==> src/rtl/odd_clk_divider.sv <==
// rtl/odd_clk_divider.sv - odd-ratio clock divider with exact 50% duty cycle
module odd_clk_divider #(
    parameter int dividor   = 5,
    parameter int CNT_WIDTH = $clog2(dividor - 1)
) (
    input  logic clk_in,
    input  logic rst_n,
    output logic clk_out
);

    // Counter must always hold dividor-1, whatever CNT_WIDTH the integrator passed.
    localparam int CW = (CNT_WIDTH > $clog2(dividor)) ? CNT_WIDTH : $clog2(dividor);

    localparam logic [CW-1:0] CNT_LAST = CW'(dividor - 1);
    localparam logic [CW-1:0] CNT_HALF = CW'((dividor - 1) / 2);
    localparam logic [CW-1:0] CNT_ONE  = CW'(1);

    // Only odd ratios of at least 3 can produce a symmetric waveform this way.
    generate
        if ((dividor < 3) || ((dividor % 2) == 0)) begin : g_bad_dividor
            $error("odd_clk_divider: dividor must be odd and >= 3");
        end
    endgenerate

    logic [CW-1:0] cnt_q;
    logic [CW-1:0] cnt_d;
    logic          clk_p_q;
    logic          clk_p_d;
    logic          clk_n_q;

    // Next count wraps at dividor-1; the posedge phase is high for the first (N+1)/2 counts.
    always_comb begin
        cnt_d   = (cnt_q == CNT_LAST) ? '0 : (cnt_q + CNT_ONE);
        clk_p_d = (cnt_d <= CNT_HALF);
    end

    // Posedge state: counter and posedge phase flop; reset parks the counter so the
    // first non-reset edge lands on count 0 with the phase high.
    always_ff @(posedge clk_in) begin
        if (rst_n) begin
            cnt_q   <= CNT_LAST;
            clk_p_q <= 1'b0;
        end else begin
            cnt_q   <= cnt_d;
            clk_p_q <= clk_p_d;
        end
    end

    // Negedge copy of the posedge phase, half an input cycle late.
    always_ff @(negedge clk_in) begin
        if (rst_n) begin
            clk_n_q <= 1'b0;
        end else begin
            clk_n_q <= clk_p_q;
        end
    end

    // Rises with the negedge copy and falls with the posedge phase; only one input
    // of the AND moves at any edge, so the output cannot glitch.
    assign clk_out = clk_p_q & clk_n_q;

endmodule

==> config.mk <==
export PLATFORM = sky130hd
export DESIGN_NAME = odd_clk_divider
export DESIGN_NICKNAME = d
export VERILOG_FILES = /design/src/rtl/odd_clk_divider.sv
export SDC_FILE = /design/constraint.sdc
export NUM_CORES = 1
export LEC_CHECK = 0
export ABC_AREA = 0
export BUFFER_PORTS_ARGS = -buffer_cell sky130_fd_sc_hd__buf_2
export CAP_MARGIN = 20
export CORE_AREA = 2 2 39 41
export DETAILED_ROUTE_END_ITERATION = 10
export DIE_AREA = 0 0 41 43
export PLACE_DENSITY_LB_ADDON = 0.2
export SLEW_MARGIN = 20
export SYNTH_ARGS = -nofsm -noshare
export SYNTH_HDL_FRONTEND = slang
export SYNTH_SLANG_ARGS = --single-unit
==> constraint.sdc <==
create_clock -name clk_in -period 1.2 [get_ports clk_in]
set_clock_uncertainty 0.1 [all_clocks]
set_input_delay 0.12 -clock clk_in [delete_from_list [all_inputs] [get_ports clk_in]]
set_output_delay 0.12 -clock clk_in [all_outputs]
set_load 0.02 [all_outputs]
==> results.cfg, run 1 <==
[status]
outcome = complete, but fails checks
failed_checks = setup timing

[floorplan]
rows = 14
initial_utilization = 0.155
die-area_um2 = 1760
coreArea_um2 = 1380
top_level_ports = 3
floorplan.die.height_um = 43
dieWidth_um = 41

[grt]
maximum_number_of_pins_on_one_net_before_global_route_repair = 5
grt_pass1_wl_um = 634
globalRouteOverflowTotal = 0
first_global_vias = 144
antenna_violations_before_repair = 0
overall_global_routing_resource_usage = 0.0633

[setup_path]
path_type_of_the_worst_setup_path = flop to output pin
crit_arrival_ns = 1.44
crit_required_ns = 0.98
crit_path_end_kind = output pin
worstPathMaxFanout = 1
worstSetupStartpointType = flop

[layout]
final-seq-area_um2 = 103
final_net_count = 35
diodes_inserted = 0
multi_input_comb_area_um2 = 153
final_layout_size_suffix_gt1_frac = 0.517
area.growth.synth_to_final_pct = 68.4
fill_cells = 145
final_area_um2 = 360

[drt]
route.final.wire_length_um = 425
drt-vias-per-instance = 3.64
vias = 164
route.detailed.wl_per_inst_um = 9.44
detail-route-antenna-nets = 0
firstDrtPassIters = 1
drtIter0Drc = 0
route.detailed.drc = 0

[placed_design]
placement.io_buffers = 2
detailed_place.area_um2 = 254
post-place-ws_ns = -0.176
routabilityCongestion = 0.615

[clocking]
cts.root.buffer_cell = sky130_fd_sc_hd__clkbuf_4
clkLatencyLatePin_ns = 0.25
numCtsBuffers = 3
cts_sinks = 5
clk_pin_slew_ns = 0.05
cts-root-to-sink-buffers = 2
htreeDepth = 1
cts_tree = done
cts_setup_buffers = 0

[pwr]
vdd_drop_max_uv = 767
power.leakage_uw = 0.000144
powerDensity_nw_per_um2 = 2070

[timing]
setup_viol = 3
final_max_slew_viol_count = 0
maxSlewHeadroom = 0.846
setup-tns-final_ns = -0.480
slew_at_the_pin_closest_to_its_max_slew_limit_ns = 0.231
worst_slack_ns = -0.457
grt_setup_unrepaired = yes
final_hold_viol_count = 0

[yosys]
synthesized_area_per_cell_um2 = 10.7
post_synthesis_instance_area_um2 = 214
mappedNetlistNets = 25
total_number_of_yosys_warnings = 0
post_synth_num_cell_types = 9
number_of_register_bits_inferred_by_synthesis = 5
ys_seq_area_frac = 0.468
synthesis.instances = 20

[worst_hold_path]
timing.hold.worst.class = flop to flop

[run]
maxcap_violations = 0
-- cell usage after synthesis --
library cell	count	area (µm²)
sky130_fd_sc_hd__a2111oi_2	1	15.0
sky130_fd_sc_hd__a211oi_1	1	7.51
sky130_fd_sc_hd__and2_1	1	6.26
sky130_fd_sc_hd__dfxtp_1	5	100
sky130_fd_sc_hd__ha_1	3	37.5
sky130_fd_sc_hd__inv_1	4	15.0
sky130_fd_sc_hd__nor2b_1	3	18.8
sky130_fd_sc_hd__nor3b_1	1	7.51
sky130_fd_sc_hd__or3_1	1	6.26
-- critical path: stages (launching register included) --
cell and delay [ns]:
sky130_fd_sc_hd__dfxtp_1 0.29, sky130_fd_sc_hd__and2_4 0.12, sky130_fd_sc_hd__buf_6 0.12
-- layout by cell type, fill, tap and decap left out --
cell and n:
sky130_fd_sc_hd__dfxtp_2 2, sky130_fd_sc_hd__buf_2 1, sky130_fd_sc_hd__nor2b_2 1, sky130_fd_sc_hd__dfxtp_1 3
sky130_fd_sc_hd__nor3b_4 1, sky130_fd_sc_hd__a2111oi_4 1, sky130_fd_sc_hd__ha_1 1, sky130_fd_sc_hd__a211oi_1 1
sky130_fd_sc_hd__and2_4 1, sky130_fd_sc_hd__or3_1 1, sky130_fd_sc_hd__inv_2 1, sky130_fd_sc_hd__buf_4 1
sky130_fd_sc_hd__inv_1 4, sky130_fd_sc_hd__ha_4 2, sky130_fd_sc_hd__nor2b_1 2, sky130_fd_sc_hd__clkbuf_4 3
sky130_fd_sc_hd__dlygate4sd3_1 2, sky130_fd_sc_hd__buf_6 1
-- what timing repair did --
action,CTS,global route
hold buffers,1,1
gates cloned,0,0
setup endpoints to repair,3,3
hold endpoints to repair,3,1
pin swaps,2,0
gates resized for setup,7,5
-- logic make-up (layout without fill, tap and decap cells) --
group	Yosys count	after routing	synth area share
adders and majority gates	3	3	0.175
and+or+nand+nor	6	6	0.181
buffers and inverters	4	13	0.0702
AOI/OAI and AO/OA	2	2	0.105
DFF	5	5	0.468
-- worst paths after layout --
path                                     startpoint                   to  slack [ns]  depth (start not counted)
worst max register to register  cnt_q[0]$_SDFF_PP0_  cnt_q[2]$_SDFF_PP1_       -0.02                          3
worst min-delay path            cnt_q[0]$_SDFF_PP0_  cnt_q[0]$_SDFF_PP0_        0.39                          1
worst min register to register  cnt_q[0]$_SDFF_PP0_  cnt_q[0]$_SDFF_PP0_        0.39                          1
worst max-delay path             clk_n_q$_SDFF_NP0_              clk_out       -0.46                          2
-- routing by layer --
metal	share of wire	track usage	up-vias	wire length, µm
met4	0	0.0400	0	0
met1	0.41	0.0643	76	174
met2	0.51	0.0688	5	216
met3	0.080	0.0785	0	34
li1	-	-	83	-
met5	0	0	-	0
-- through the flow --
stage,power [µW],instances,hold slack (ns),utilization
after floorplan,368,20,0.0889,-
after global placement,411,39,0.256,0.184
after detailed placement,412,39,0.258,0.184
after CTS,655,44,0.00412,0.229
after global routing,807,45,0.410,0.260
final,744,45,0.392,0.260
-- area by class of cell --
class,count,area share
clock buffer,3,0.0625
clock inverter,2,0.0208
inverter,3,0.0312
multi-input combinational,11,0.424
sequential,5,0.285
tap,16,0.0556
timing repair buffer,5,0.122
-- power breakdown --
| group | internal, µW | switching [µW] | leakage, µW |
|---|---|---|---|
| registers | 222 | 43.9 | 0.0000422 |
| logic | 167 | 108 | 0.0000770 |
| clock network | 122 | 82.2 | 0.0000245 |
| total | 510 | 234 | 0.000144 |
-- flip-flops by register name (all words and copies together), names as in the netlist --
name	count
clk_n_q	1
cnt_q	3
clk_p_q	1
Note: power is estimated with default switching activity, not from simulation.
==> run 2: changes to the inputs <==
==> constraint.sdc (replaced) <==
create_clock -name clk_in -period 1.2 [get_ports clk_in]
set_clock_uncertainty 0.1 [all_clocks]
set_input_delay 0.06 -clock clk_in [delete_from_list [all_inputs] [get_ports clk_in]]
set_output_delay 0.06 -clock clk_in [all_outputs]
set_load 0.02 [all_outputs]
==> run 2 against run 1 <==
Compared with the run above:
- design area decreased by 2.8%
- register-to-register slack about the same
- clock power is essentially flat
- critical path type unchanged
- die area is the same
- combinational power is essentially flat
- sequential cell count unchanged
- sequential power barely moved
- via count decreased by 3.0%
- worst hold slack gained 0.0027 ns
- core utilization decreased by 0.72 points
- the flow still finishes with violations (setup timing)
- non-clock buffer count shrank 1
==> results.cfg, run 2 (synthesis gave the netlist of run 1 again) <==
[status]
outcome = complete, but fails checks
failed_checks = setup timing

[timing]
final_hold_viol_count = 0
maxSlewHeadroom = 0.844
worst_slack_ns = -0.396
final_max_slew_viol_count = 0
grt_setup_unrepaired = yes
slew_at_the_pin_closest_to_its_max_slew_limit_ns = 0.234
setup_viol = 3
setup-tns-final_ns = -0.418

[drt]
firstDrtPassIters = 1
detail-route-antenna-nets = 0
route.detailed.drc = 0
drtIter0Drc = 0
vias = 159
route.detailed.wl_per_inst_um = 9.23
route.final.wire_length_um = 406
drt-vias-per-instance = 3.61

[setup_path]
crit_path_end_kind = output pin
worstSetupStartpointType = flop
worstPathMaxFanout = 1
path_type_of_the_worst_setup_path = flop to output pin
worst_path_largest_cell_delay_ns = 0.29
path_cells = and2_4, buf_6
worst-path-buf-inv = 1
cpLargestDelayFamily = flip-flops
crit_arrival_ns = 1.44
cpMaxStageDelayCell = sky130_fd_sc_hd__dfxtp_1
crit_required_ns = 1.04

[floorplan]
initial_utilization = 0.155
die-area_um2 = 1760
rows = 14
dieWidth_um = 41
top_level_ports = 3
floorplan.die.height_um = 43
coreArea_um2 = 1380

[clocking]
clk_pin_slew_ns = 0.05
cts.root.buffer_cell = sky130_fd_sc_hd__clkbuf_4
cts_tree = done
cts_sinks = 5
numCtsBuffers = 3
clkLatencyLatePin_ns = 0.25
cts-root-to-sink-buffers = 2
cts_setup_buffers = 0
htreeDepth = 1

[pwr]
powerDensity_nw_per_um2 = 2110
power.leakage_uw = 0.000140
vdd_drop_max_uv = 777

[layout]
final_layout_size_suffix_gt1_frac = 0.536
area.growth.synth_to_final_pct = 63.7
most_frequent_standard_cell_in_the_layout_excluding_fill_and_tap_cells = sky130_fd_sc_hd__inv_1
top_register = cnt_q
layout.core_utilization = 0.253
fill_cells = 146
final_net_count = 34
largest_registers = cnt_q x3, clk_n_q x1, clk_p_q x1
diodes_inserted = 0
largest_register_ffs = 3
final_cell_mix = sky130_fd_sc_hd__inv_1, sky130_fd_sc_hd__dfxtp_1, sky130_fd_sc_hd__clkbuf_4
final_area_um2 = 350

[grt]
grt_pass1_wl_um = 634
globalRouteOverflowTotal = 0
maximum_number_of_pins_on_one_net_before_global_route_repair = 5
first_global_vias = 144
antenna_violations_before_repair = 0
overall_global_routing_resource_usage = 0.0633

[placed_design]
detailed_place.area_um2 = 254
routabilityCongestion = 0.615
placement.io_buffers = 2
post-place-ws_ns = -0.116

[run]
maxcap_violations = 0

[worst_hold_path]
timing.hold.worst.class = flop to flop
run 2: cell types whose count changed in the layout (fill, tap and decap cells not counted), sizes merged:
| cell | change |
|---|---|
| dlygate4sd3 | -1 |
run 2: power breakdown:
part	leakage [µW]	internal (µW)	switching, µW
registers	0.0000422	222	43.5
logic	0.0000728	164	108
clock network	0.0000245	122	81.8
total	0.000140	507	233
run 2: layout make-up:
type / count / area (µm²) / share of cell area
Sequential cell: 5 / 103 / 0.293
Tap cell: 16 / 20.0 / 0.0571
Clock buffer: 3 / 22.5 / 0.0643
Clock inverter: 2 / 7.51 / 0.0214
Inverter: 3 / 11.3 / 0.0321
Multi-Input combinational cell: 11 / 153 / 0.436
Timing Repair Buffer: 4 / 33.8 / 0.0964
run 2: per-stage QoR:
stage                     hold WS, ns  total power (µW)  instances
after global routing            0.410               806         44
after detailed placement        0.198               412         39
after CTS                       0.354               655         44
after global placement          0.196               411         39
final                           0.395               740         44
after floorplan                0.0289               368         20
run 2: final timing paths:
check | from | cells past startpoint | end | slack, ns
max | clk_n_q$_SDFF_NP0_ | 2 | clk_out | -0.40
min | cnt_q[0]$_SDFF_PP0_ | 1 | cnt_q[0]$_SDFF_PP0_ | 0.39
min reg2reg | cnt_q[0]$_SDFF_PP0_ | 1 | cnt_q[0]$_SDFF_PP0_ | 0.39
max reg2reg | cnt_q[0]$_SDFF_PP0_ | 3 | clk_p_q$_SDFF_PP0_ | -0.01
run 2: per-layer routing:
| layer | GRT usage | wire length [µm] | vias up |
|---|---|---|---|
| li1 | - | - | 80 |
| met5 | 0 | 0 | - |
| met3 | 0.0785 | 33 | 0 |
| met1 | 0.0643 | 176 | 74 |
| met4 | 0.0400 | 0 | 0 |
| met2 | 0.0688 | 196 | 5 |
run 2: worst register-to-register path, delay by kind of cell (launching register included):
family,cells,cell delay (ns)
flops,1,0.38
compound gates,1,0.33
fa+ha+maj,1,0.23
buf+inv,1,0.08
run 2: timing repair:
action	in CTS	in global routing
hold buffers	1	0
pin swaps	2	0
endpoints found under the hold margin	4	0
resized for setup	7	5
gates cloned	0	0
setup endpoints to repair	3	3
